==> config.mk <==
export PLATFORM = sky130hd
export DESIGN_NAME = load_store_unit_flat
export DESIGN_NICKNAME = d
export VERILOG_FILES = /design/src/rtl/lsu_pkg.sv /design/src/rtl/lsu_if.sv /design/src/rtl/lsu_align.sv /design/src/rtl/load_store_unit.sv /design/src/flat_wrapper.sv
export SDC_FILE = /design/constraint.sdc
export NUM_CORES = 1
export LEC_CHECK = 0
export CORE_UTILIZATION = 38
export DETAILED_ROUTE_END_ITERATION = 8
export GPL_ROUTABILITY_DRIVEN = 1
export MAX_ROUTING_LAYER = met4
export PLACE_DENSITY_LB_ADDON = 0.1
export SLEW_MARGIN = 10
export SYNTH_ARGS = -nofsm -noshare
export SYNTH_HDL_FRONTEND = slang
export SYNTH_SLANG_ARGS = --single-unit
==> constraint.sdc <==
create_clock -name CLK -period 4.35 [get_ports CLK]
set_clock_uncertainty 0.2 [all_clocks]
set_input_delay 0.87 -clock CLK [delete_from_list [all_inputs] [get_ports CLK]]
set_output_delay 0.87 -clock CLK [all_outputs]
set_load 0.1 [all_outputs]
==> src/rtl/lsu_pkg.sv <==
// Shared types and constants for the load/store unit: FSM states, access-width
// encodings, error codes and the memory wait limit.
package lsu_pkg;

    typedef enum logic [1:0] {
        ST_IDLE   = 2'b00,
        ST_ACCESS = 2'b01,
        ST_DONE   = 2'b10
    } lsu_state_t;

    localparam logic [2:0] F3_LB  = 3'b000;
    localparam logic [2:0] F3_LH  = 3'b001;
    localparam logic [2:0] F3_LW  = 3'b010;
    localparam logic [2:0] F3_LBU = 3'b100;
    localparam logic [2:0] F3_LHU = 3'b101;
    localparam logic [2:0] F3_SB  = 3'b000;
    localparam logic [2:0] F3_SH  = 3'b001;
    localparam logic [2:0] F3_SW  = 3'b010;

    // funct3[1:0] carries the access size for both loads and stores
    localparam logic [1:0] SZ_BYTE = 2'b00;
    localparam logic [1:0] SZ_HALF = 2'b01;
    localparam logic [1:0] SZ_WORD = 2'b10;

    localparam logic [1:0] ERR_NONE     = 2'b00;
    localparam logic [1:0] ERR_MISALIGN = 2'b01;
    localparam logic [1:0] ERR_TIMEOUT  = 2'b10;
    localparam logic [1:0] ERR_ILLEGAL  = 2'b11;

    localparam int         TIMEOUT  = 16;
    localparam logic [3:0] CNT_LAST = 4'(TIMEOUT - 1);

    function automatic logic is_aligned(input logic [2:0] f3, input logic [1:0] off);
        case (f3[1:0])
            SZ_BYTE: is_aligned = 1'b1;
            SZ_HALF: is_aligned = ~off[0];
            default: is_aligned = (off == 2'b00);
        endcase
    endfunction

endpackage

==> src/rtl/lsu_if.sv <==
// Pipeline-side request/response and memory-side strobes of the load/store unit.
// The LSU uses the slave modport; the pipeline/memory environment uses master.
interface lsu_if;
    logic        req_valid;
    logic        MemRead;
    logic        MemWrite;
    logic [2:0]  funct3;
    logic [3:0]  BE;
    logic [31:0] addr;
    logic [31:0] wdata;
    logic        stall;
    logic [31:0] rdata;
    logic        rdata_valid;
    logic        err;
    logic [1:0]  err_code;
    logic        mem_req;
    logic        mem_we;
    logic [3:0]  mem_be;
    logic [31:0] mem_addr;
    logic [31:0] mem_wdata;
    logic [31:0] mem_rdata;
    logic        mem_ack;

    modport slave (
        input  req_valid, MemRead, MemWrite, funct3, BE, addr, wdata, mem_rdata, mem_ack,
        output stall, rdata, rdata_valid, err, err_code,
               mem_req, mem_we, mem_be, mem_addr, mem_wdata
    );

    modport master (
        output req_valid, MemRead, MemWrite, funct3, BE, addr, wdata, mem_rdata, mem_ack,
        input  stall, rdata, rdata_valid, err, err_code,
               mem_req, mem_we, mem_be, mem_addr, mem_wdata
    );
endinterface

==> src/rtl/lsu_align.sv <==
// Byte-lane steering for the LSU: shifts byte enables into lane position,
// replicates store data across lanes and aligns/extends load data.
module lsu_align
    import lsu_pkg::*;
(
    input  logic [2:0]  funct3,
    input  logic [1:0]  offset,
    input  logic [3:0]  be,
    input  logic [31:0] wdata,
    input  logic [31:0] mem_rdata,
    output logic [3:0]  mem_be,
    output logic [31:0] mem_wdata,
    output logic [31:0] rdata
);

    logic [31:0] shifted;

    always_comb begin
        mem_be = be << offset;

        case (funct3[1:0])
            SZ_BYTE: mem_wdata = {4{wdata[7:0]}};
            SZ_HALF: mem_wdata = {2{wdata[15:0]}};
            default: mem_wdata = wdata;
        endcase

        shifted = mem_rdata >> {offset, 3'b000};

        case (funct3)
            F3_LB:   rdata = {{24{shifted[7]}}, shifted[7:0]};
            F3_LH:   rdata = {{16{shifted[15]}}, shifted[15:0]};
            F3_LBU:  rdata = {24'h000000, shifted[7:0]};
            F3_LHU:  rdata = {16'h0000, shifted[15:0]};
            default: rdata = shifted;
        endcase
    end

endmodule

==> src/rtl/load_store_unit.sv <==
// MEM-stage load/store unit: accepts one aligned access, drives a single
// memory transaction with ack timeout, and returns aligned load data.
//
//   state     | meaning
//   ST_IDLE   | waiting for a request; bad requests flagged via err
//   ST_ACCESS | mem_req held, waiting for mem_ack or timeout
//   ST_DONE   | one release cycle, rdata_valid strobes for loads
module load_store_unit
    import lsu_pkg::*;
(
    input  logic  CLK,
    input  logic  RSTn,
    lsu_if.slave  bus
);

    lsu_state_t  state;
    logic [3:0]  wait_cnt;
    logic [31:0] addr_q;
    logic [31:0] wdata_q;
    logic [2:0]  funct3_q;
    logic [3:0]  be_q;
    logic        we_q;

    logic [31:0] rdata_q;
    logic        rdata_valid_q;
    logic        err_q;
    logic [1:0]  err_code_q;

    logic [3:0]  be_lane;
    logic [31:0] wdata_rep;
    logic [31:0] rdata_ext;
    logic        one_dir;
    logic        accept;

    assign one_dir = bus.MemRead ^ bus.MemWrite;
    assign accept  = (state == ST_IDLE) && bus.req_valid && one_dir
                     && is_aligned(bus.funct3, bus.addr[1:0]);

    lsu_align u_align (
        .funct3    (funct3_q),
        .offset    (addr_q[1:0]),
        .be        (be_q),
        .wdata     (wdata_q),
        .mem_rdata (bus.mem_rdata),
        .mem_be    (be_lane),
        .mem_wdata (wdata_rep),
        .rdata     (rdata_ext)
    );

    // stall rises in the accepting cycle so the pipeline never sees a gap
    assign bus.stall     = accept || (state == ST_ACCESS);
    assign bus.mem_req   = (state == ST_ACCESS);
    assign bus.mem_we    = (state == ST_ACCESS) && we_q;
    assign bus.mem_be    = (state == ST_ACCESS) ? be_lane : 4'b0000;
    assign bus.mem_addr  = {addr_q[31:2], 2'b00};
    assign bus.mem_wdata = wdata_rep;

    assign bus.rdata       = rdata_q;
    assign bus.rdata_valid = rdata_valid_q;
    assign bus.err         = err_q;
    assign bus.err_code    = err_code_q;

    always_ff @(posedge CLK or negedge RSTn) begin
        if (!RSTn) begin
            state         <= ST_IDLE;
            wait_cnt      <= 4'd0;
            addr_q        <= 32'd0;
            wdata_q       <= 32'd0;
            funct3_q      <= 3'd0;
            be_q          <= 4'd0;
            we_q          <= 1'b0;
            rdata_q       <= 32'd0;
            rdata_valid_q <= 1'b0;
            err_q         <= 1'b0;
            err_code_q    <= ERR_NONE;
        end else begin
            rdata_valid_q <= 1'b0;
            err_q         <= 1'b0;

            case (state)
                ST_IDLE: begin
                    if (bus.req_valid) begin
                        if (bus.MemRead && bus.MemWrite) begin
                            err_q      <= 1'b1;
                            err_code_q <= ERR_ILLEGAL;
                        end else if (one_dir) begin
                            if (!is_aligned(bus.funct3, bus.addr[1:0])) begin
                                err_q      <= 1'b1;
                                err_code_q <= ERR_MISALIGN;
                            end else begin
                                addr_q   <= bus.addr;
                                wdata_q  <= bus.wdata;
                                funct3_q <= bus.funct3;
                                be_q     <= bus.BE;
                                we_q     <= bus.MemWrite;
                                wait_cnt <= 4'd0;
                                state    <= ST_ACCESS;
                            end
                        end
                    end
                end

                ST_ACCESS: begin
                    // ack on the final wait cycle still completes normally
                    if (bus.mem_ack) begin
                        if (!we_q) begin
                            rdata_q       <= rdata_ext;
                            rdata_valid_q <= 1'b1;
                        end
                        state <= ST_DONE;
                    end else if (wait_cnt == CNT_LAST) begin
                        err_q      <= 1'b1;
                        err_code_q <= ERR_TIMEOUT;
                        state      <= ST_IDLE;
                    end else begin
                        wait_cnt <= wait_cnt + 4'd1;
                    end
                end

                ST_DONE: state <= ST_IDLE;

                default: state <= ST_IDLE;
            endcase
        end
    end

endmodule

==> src/flat_wrapper.sv <==
// flat-port wrapper written by rule: the top's interface ports become plain ports
module load_store_unit_flat import lsu_pkg::*;
  (CLK, RSTn, bus_req_valid, bus_MemRead, bus_MemWrite, bus_funct3, bus_BE, bus_addr, bus_wdata, bus_mem_rdata, bus_mem_ack, bus_stall, bus_rdata, bus_rdata_valid, bus_err, bus_err_code, bus_mem_req, bus_mem_we, bus_mem_be, bus_mem_addr, bus_mem_wdata);
  lsu_if bus_i ();
  input  logic CLK;
  input  logic RSTn;
  input wire logic [$bits(bus_i.req_valid)-1:0] bus_req_valid;
  input wire logic [$bits(bus_i.MemRead)-1:0] bus_MemRead;
  input wire logic [$bits(bus_i.MemWrite)-1:0] bus_MemWrite;
  input wire logic [$bits(bus_i.funct3)-1:0] bus_funct3;
  input wire logic [$bits(bus_i.BE)-1:0] bus_BE;
  input wire logic [$bits(bus_i.addr)-1:0] bus_addr;
  input wire logic [$bits(bus_i.wdata)-1:0] bus_wdata;
  input wire logic [$bits(bus_i.mem_rdata)-1:0] bus_mem_rdata;
  input wire logic [$bits(bus_i.mem_ack)-1:0] bus_mem_ack;
  output wire logic [$bits(bus_i.stall)-1:0] bus_stall;
  output wire logic [$bits(bus_i.rdata)-1:0] bus_rdata;
  output wire logic [$bits(bus_i.rdata_valid)-1:0] bus_rdata_valid;
  output wire logic [$bits(bus_i.err)-1:0] bus_err;
  output wire logic [$bits(bus_i.err_code)-1:0] bus_err_code;
  output wire logic [$bits(bus_i.mem_req)-1:0] bus_mem_req;
  output wire logic [$bits(bus_i.mem_we)-1:0] bus_mem_we;
  output wire logic [$bits(bus_i.mem_be)-1:0] bus_mem_be;
  output wire logic [$bits(bus_i.mem_addr)-1:0] bus_mem_addr;
  output wire logic [$bits(bus_i.mem_wdata)-1:0] bus_mem_wdata;
  assign bus_i.req_valid = bus_req_valid;
  assign bus_i.MemRead = bus_MemRead;
  assign bus_i.MemWrite = bus_MemWrite;
  assign bus_i.funct3 = bus_funct3;
  assign bus_i.BE = bus_BE;
  assign bus_i.addr = bus_addr;
  assign bus_i.wdata = bus_wdata;
  assign bus_i.mem_rdata = bus_mem_rdata;
  assign bus_i.mem_ack = bus_mem_ack;
  assign bus_stall = bus_i.stall;
  assign bus_rdata = bus_i.rdata;
  assign bus_rdata_valid = bus_i.rdata_valid;
  assign bus_err = bus_i.err;
  assign bus_err_code = bus_i.err_code;
  assign bus_mem_req = bus_i.mem_req;
  assign bus_mem_we = bus_i.mem_we;
  assign bus_mem_be = bus_i.mem_be;
  assign bus_mem_addr = bus_i.mem_addr;
  assign bus_mem_wdata = bus_i.mem_wdata;
  load_store_unit u_core (.CLK(CLK), .RSTn(RSTn), .bus(bus_i));
endmodule
==> out/summary.txt, run 1 <==
CTS clock-pin slew for the worst setup and hold paths -> 0.05 ns
R2R Setup Slk -> 1.78 ns
count of unique library cells instantiated by Yosys -> 39
Tmin final -> 3.45 ns
routed wire length per instance -> 16.9 µm
number of DRC markers after the initial detailed-route iteration -> 199
number of cell instances on the worst register-to-register path -> 4
fmax -> 289 MHz
worst-case headroom to the max-slew limit -> 30.8%
total grt overflow -> 0
input/output buffers -> 213
top cell family by delay on the critical path -> buffers and inverters
post-detailed-placement cell area -> 0.00759 mm²
number of global-route vias before repair -> 4,587
standard cell with the maximum stage delay on the critical path -> sky130_fd_sc_hd__clkdlybuf4s50_1
drt via density -> 5.01
Syn. warnings -> 0
number of placed I/O pins -> 216
maximum number of pins on one net before global-route repair -> 67
residual DRC count -> 0
global-route wire length before repair -> 24,200 µm
Starting Density -> 39.1%
Sum Neg Setup Slack -> 0 ns
max-capacitance violation count -> 0
Syn Std Cell Area -> 0.00568 mm²
CP Class -> reg -> out
Hold Path Stages -> 2
total stage count of the critical path -> 3
Critical Path Start Type -> flop
clock network latency to the later pin of the worst-skew pair -> 0.41 ns
number of flops mapped to enable cells by yosys -> 0
depth of the CTS H-tree -> 4
layout cell share with drive strength beyond 1 -> 22.8%
final hold violation count -> 0
TritonCTS clock tree -> built
share of flip-flops with an asynchronous set or reset after synthesis -> 100%
Antenna Diode Count -> 0
Crit path largest cell delay -> 1.15 ns
final RePlAce weighted congestion -> 0.843
Total Wirelength -> 14,900 µm
top cells by area, synth -> sky130_fd_sc_hd__dfrtp_1 (50%), sky130_fd_sc_hd__mux2_2 (17%), sky130_fd_sc_hd__buf_4 (5.3%)
CTS root buf -> sky130_fd_sc_hd__clkbuf_16
most used standard cell by instance count after synthesis -> sky130_fd_sc_hd__dfrtp_1
result of the run -> completed
Worst Setup End Kind -> output port
most area-hungry cell type in the Yosys netlist -> sky130_fd_sc_hd__dfrtp_1
Num CTS Buffers -> 17
Die Width -> 124 µm
number of antenna violations at the first check in global routing -> 0
flops & latches, synth -> 114
Yosys top cell area share -> 50.2%
leading post-synthesis cells by instance count -> sky130_fd_sc_hd__dfrtp_1 (114), sky130_fd_sc_hd__mux2_2 (86), sky130_fd_sc_hd__nand2_1 (64), sky130_fd_sc_hd__buf_4 (40), sky130_fd_sc_hd__nand3_1 (36)
# Post-CTS Setup Buffers -> 0
cell row count -> 44
count of final max-slew check failures -> 0
Core Area -> 0.0145 mm²
height of the chip -> 124 µm
final net count -> 800
Max Buffers Root-to-Sink -> 2
leading register cell type out of synthesis -> sky130_fd_sc_hd__dfrtp_1
routed vias -> 4,433
post-CTS resize count -> 0
Die ar. -> 0.0154 mm²
count of antenna-violating nets left after detailed routing -> 0
clock sinks -> 114
half-perimeter wire length after detailed placement -> 10,900 µm
signal arrival time at the worst endpoint -> 2.38 ns
number of standard cells after synthesis -> 518
Tightest Hold Check Type -> reg -> reg
register area share after synthesis -> 50.2%
number of hold buffers added after cts -> 0
Buffers & Inverters on Critical Path -> 2
data required time at the worst endpoint -> 3.28 ns
drt first pass iters -> 6
Setup-failing EPs final -> 0
final critical-path share of the clock period -> 79.4%
transition time at the pin with the least slew margin -> 1.04 ns
post-layout instance area -> 0.00824 mm²
Crit Path Max Fanout -> 7
global-route usage over all layers -> 20.6%
average footprint of a synthesized cell -> 11.0 µm²
CP Cell Sequence -> nand2b_1 -> inv_1 -> clkdlybuf4s50_1
unrepaired setup endpoints after global routing -> false
Final Core Density -> 56.7%
area grow syn2layout -> 45.1%
## cell usage in the layout (no fill, tap or decap), drive strengths merged, types with 2 or more instances in the layout
master / n
buf: 39
clkinv: 3
a21oi: 17
ha: 2
clkdlybuf4s50: 182
clkinvlp: 2
nor3: 4
mux2: 88
xnor2: 2
nand2b: 2
or2: 2
dfrtp: 114
conb: 2
a211oi: 2
bufinv: 4
and2: 12
o211ai: 2
nor2: 27
mux2i: 27
nor2b: 3
nand2: 64
inv: 2
clkbuf: 23
nor3b: 2
o21ai: 27
nand3: 36
## final timing paths
check,from,end
max,u_core.state[1],bus_mem_req
min,u_core.bus.rdata[3],u_core.bus.rdata[3]
max reg2reg,u_core.addr_q[1],u_core.bus.rdata[23]
min reg2reg,u_core.bus.rdata[3],u_core.bus.rdata[3]
max in group asynchronous,RSTn,u_core.bus.err_code[0]
min in group asynchronous,RSTn,u_core.bus.rdata[10]
## worst min-delay path: stages, from the launching register on
cell	delay (ns)
sky130_fd_sc_hd__dfrtp_1	0.34
sky130_fd_sc_hd__nand2_1	0.05
sky130_fd_sc_hd__o21ai_0	0.06
## registers in the layout (all words and copies together) (netlist names)
name / count
u_core.bus.err: 1
u_core.wait_cnt: 4
u_core.be_q: 4
u_core.funct3_q: 3
u_core.addr_q: 32
u_core.we_q: 1
u_core.bus.rdata: 32
u_core.wdata_q: 32
u_core.state: 2
u_core.bus.err_code: 2
u_core.bus.rdata_valid: 1
## metrics by stage
stage	instances	setup WS, ns	hold WS [ns]
final	885	0.896	0.282
after global routing	885	0.814	0.315
after CTS	885	0.884	0.290
after detailed placement	854	1.05	0.278
after global placement	854	1.06	0.269
after floorplan	519	0.0131	0.271
## layout make-up
type | instances | area [µm²]
repair buffers | 221 | 2140
flip-flops and latches | 114 | 2850
clock buffers | 23 | 498
inverters | 3 | 11.3
fillers | 1254 | 6300
clock inverters | 8 | 149
multi-input cells | 332 | 2360
well taps | 184 | 230
## kinds of logic (layout without fill, tap and decap cells)
kind of cell | count (synthesis) | in the layout | share of synthesized area [%]
adders and majority gates | 2 | 2 | 0.441
xor gates and xnor gates | 2 | 2 | 0.309
DFF | 114 | 114 | 50.2
AOI/OAI and AO/OA | 52 | 52 | 5.13
muxes | 116 | 116 | 22.6
other | 1 | 2 | 0.0660
buffers and inverters | 73 | 255 | 8.44
and+or+nand+nor | 158 | 158 | 12.8
## layer usage
layer	GRT usage (%)	part of all wire [%]	up-vias
met5	-	0	-
met4	7.44	1.7	0
met3	5.56	6.1	19
met2	33.5	50	145
met1	24.4	42	2181
li1	-	-	2088
Power of run 1 is left out: the tool's default activity adds up to more than one toggle a clock period on the data nets, which glitch-free logic cannot reach.
==> inputs of run 2 (changes only) <==
Clock period 4.35 ns to 3.1 ns, I/O delays scaled along.
==> run 2 against run 1 <==
Against the previous run: first-iteration DRC count rose by 17%; count of clock-buffer cells in the layout fell by 5; global-route usage rose by 0.59 points; sequential share of layout area fell by 1.0 points; wire length rose by 1.2%.
==> out/summary.txt, run 2 (synthesis results as in run 1) <==
routed vias -> 4,448
global-route usage over all layers -> 21.2%
minimum setup slack after placement -> 0.339 ns
most common library cell in the layout ignoring fill and taps -> sky130_fd_sc_hd__dfrtp_1
standard cell with the maximum stage delay on the critical path -> sky130_fd_sc_hd__nor2_1
signal arrival time at the worst endpoint -> 2.04 ns
result of the run -> completed
fin worst setup slack -> 0.242 ns
RR Endpoint -> u_core.bus.rdata[11]
# Post-CTS Setup Buffers -> 0
data required time at the worst endpoint -> 2.28 ns
number of cell instances on the worst register-to-register path -> 4
CTS root buf -> sky130_fd_sc_hd__clkbuf_16
Worst Setup End Kind -> output port
half-perimeter wire length after detailed placement -> 11,000 µm
layout cell share with drive strength beyond 1 -> 34.7%
Starting Density -> 39.1%
total grt overflow -> 0
routed wire length per instance -> 16.9 µm
worst-case headroom to the max-slew limit -> 55.1%
CP Cell Sequence -> nor2_1 -> nand2_1 -> nand2_1 -> buf_12
number of global-route vias before repair -> 4,766
number of placed I/O pins -> 216
Max Buffers Root-to-Sink -> 2
maximum number of pins on one net before global-route repair -> 50
critical hold path startpoint -> u_core.bus.rdata[3]
number of antenna violations at the first check in global routing -> 1
Tightest Hold Check Type -> reg -> reg
Hold Path Stages -> 2
residual DRC count -> 0
Setup-failing EPs final -> 0
global-route wire length before repair -> 24,800 µm
post-layout instance area -> 0.00849 mm²
Core Area -> 0.0145 mm²
count of final max-slew check failures -> 0
final net count -> 806
number of DRC markers after the initial detailed-route iteration -> 233
Crit path largest cell delay -> 0.61 ns
Critical Path Start Type -> flop
commonest non-fill, non-tap cells in the layout -> sky130_fd_sc_hd__dfrtp_1 (114), sky130_fd_sc_hd__clkdlybuf4s50_1 (107), sky130_fd_sc_hd__buf_4 (88)
Num CTS Buffers -> 17
CP Class -> reg -> out
post-detailed-placement cell area -> 0.00783 mm²
final critical-path share of the clock period -> 92.2%
final RePlAce weighted congestion -> 0.875
Die ar. -> 0.0154 mm²
fmax -> 350 MHz
Total Wirelength -> 15,100 µm
final hold violation count -> 0
worst flop-to-flop path startpoint -> u_core.addr_q[0]
Crit Path Max Fanout -> 15
depth of the CTS H-tree -> 4
input/output buffers -> 213
endpoint of the worst hold-timing path -> u_core.bus.rdata[3]
transition time at the pin with the least slew margin -> 0.671 ns
drt first pass iters -> 6
clock network latency to the later pin of the worst-skew pair -> 0.41 ns
CTS clock-pin slew for the worst setup and hold paths -> 0.05 ns
TritonCTS clock tree -> built
drt via density -> 4.98
R2R Setup Slk -> 0.92 ns
unrepaired setup endpoints after global routing -> false
clock sinks -> 114
max-capacitance violation count -> 0
area grow syn2layout -> 49.5%
height of the chip -> 124 µm
Die Width -> 124 µm
cell seen most often among critical-path stages -> sky130_fd_sc_hd__nand2_1
cell row count -> 44
count of antenna-violating nets left after detailed routing -> 0
Tmin final -> 2.86 ns
## run 2: cell types whose count changed in the layout (fill, tap and decap cells not counted), moves of 3 or more
cell	previous run	this run
sky130_fd_sc_hd__buf_4	37	88
sky130_fd_sc_hd__clkdlybuf4s50_1	182	107
sky130_fd_sc_hd__buf_12	2	31
sky130_fd_sc_hd__clkbuf_8	5	1
sky130_fd_sc_hd__clkinv_2	1	4
## run 2: per-stage QoR
stage / instances / hold slack, ns / util, % / setup TNS [ns]
2_1_floorplan: 519 / 0.124 / - / -5.55
3_3_place_gp: 859 / 0.270 / 53.8 / 0
3_5_place_dp: 859 / 0.272 / 53.8 / 0
4_1_cts: 892 / 0.285 / 58.4 / 0
5_1_grt: 893 / 0.320 / 58.4 / 0
6_report: 893 / 0.276 / 58.4 / 0
## run 2: worst max path at each step
stage | from | end | slack [ns] | depth (start not counted)
after global placement | bus_funct3[1] | bus_stall | 0.37 | 5
after floorplan | u_core.funct3_q[1] | bus_mem_wdata[26] | -0.64 | 3
after CTS | u_core.funct3_q[1] | bus_mem_wdata[10] | 0.19 | 4
after global routing | u_core.funct3_q[1] | bus_mem_wdata[10] | 0.10 | 4
final | u_core.funct3_q[1] | bus_mem_wdata[11] | 0.24 | 4
after detailed placement | bus_MemWrite | u_core.addr_q[19] | 0.34 | 6
## run 2: metal layers
layer  routed length, µm  GRT usage, %  vias to the layer above
met1                6150          24.0                     2176
met4                 250          7.44                        0
met5                   0             -                        -
li1                    -             -                     2108
met2                7620          34.3                      146
met3                1100          7.72                       18
## run 2: repair_timing
action,CTS,global route
hold buffers,1,0
hold endpoints to repair,9,0
endpoints found under the setup margin,0,0
gates resized for setup,0,0
## run 2: final cells by class
cell class | count | area (µm²)
diodes | 1 | 2.50
clock buffers | 18 | 439
clock inverters | 14 | 210
fillers | 1257 | 6050
inverters | 3 | 11.3
multi-input cells | 332 | 2380
flip-flops and latches | 114 | 2850
well taps | 184 | 230
repair buffers | 227 | 2360
## run 2: worst max-delay path, delay by kind of cell, from the launching register on
family                 cells  cell delay (ns)
and+or+nand+nor            3             0.86
DFF                        1             0.57
buffers and inverters      1             0.19
Power of run 2 is left out for the same reason.
==> inputs of run 3 (changes only) <==
Settings changed: SLEW_MARGIN 10 to default.
==> results of run 3 <==
The final DEF is identical to that of run 2; final timing and power are the same.
Power of run 3 is left out for the same reason.
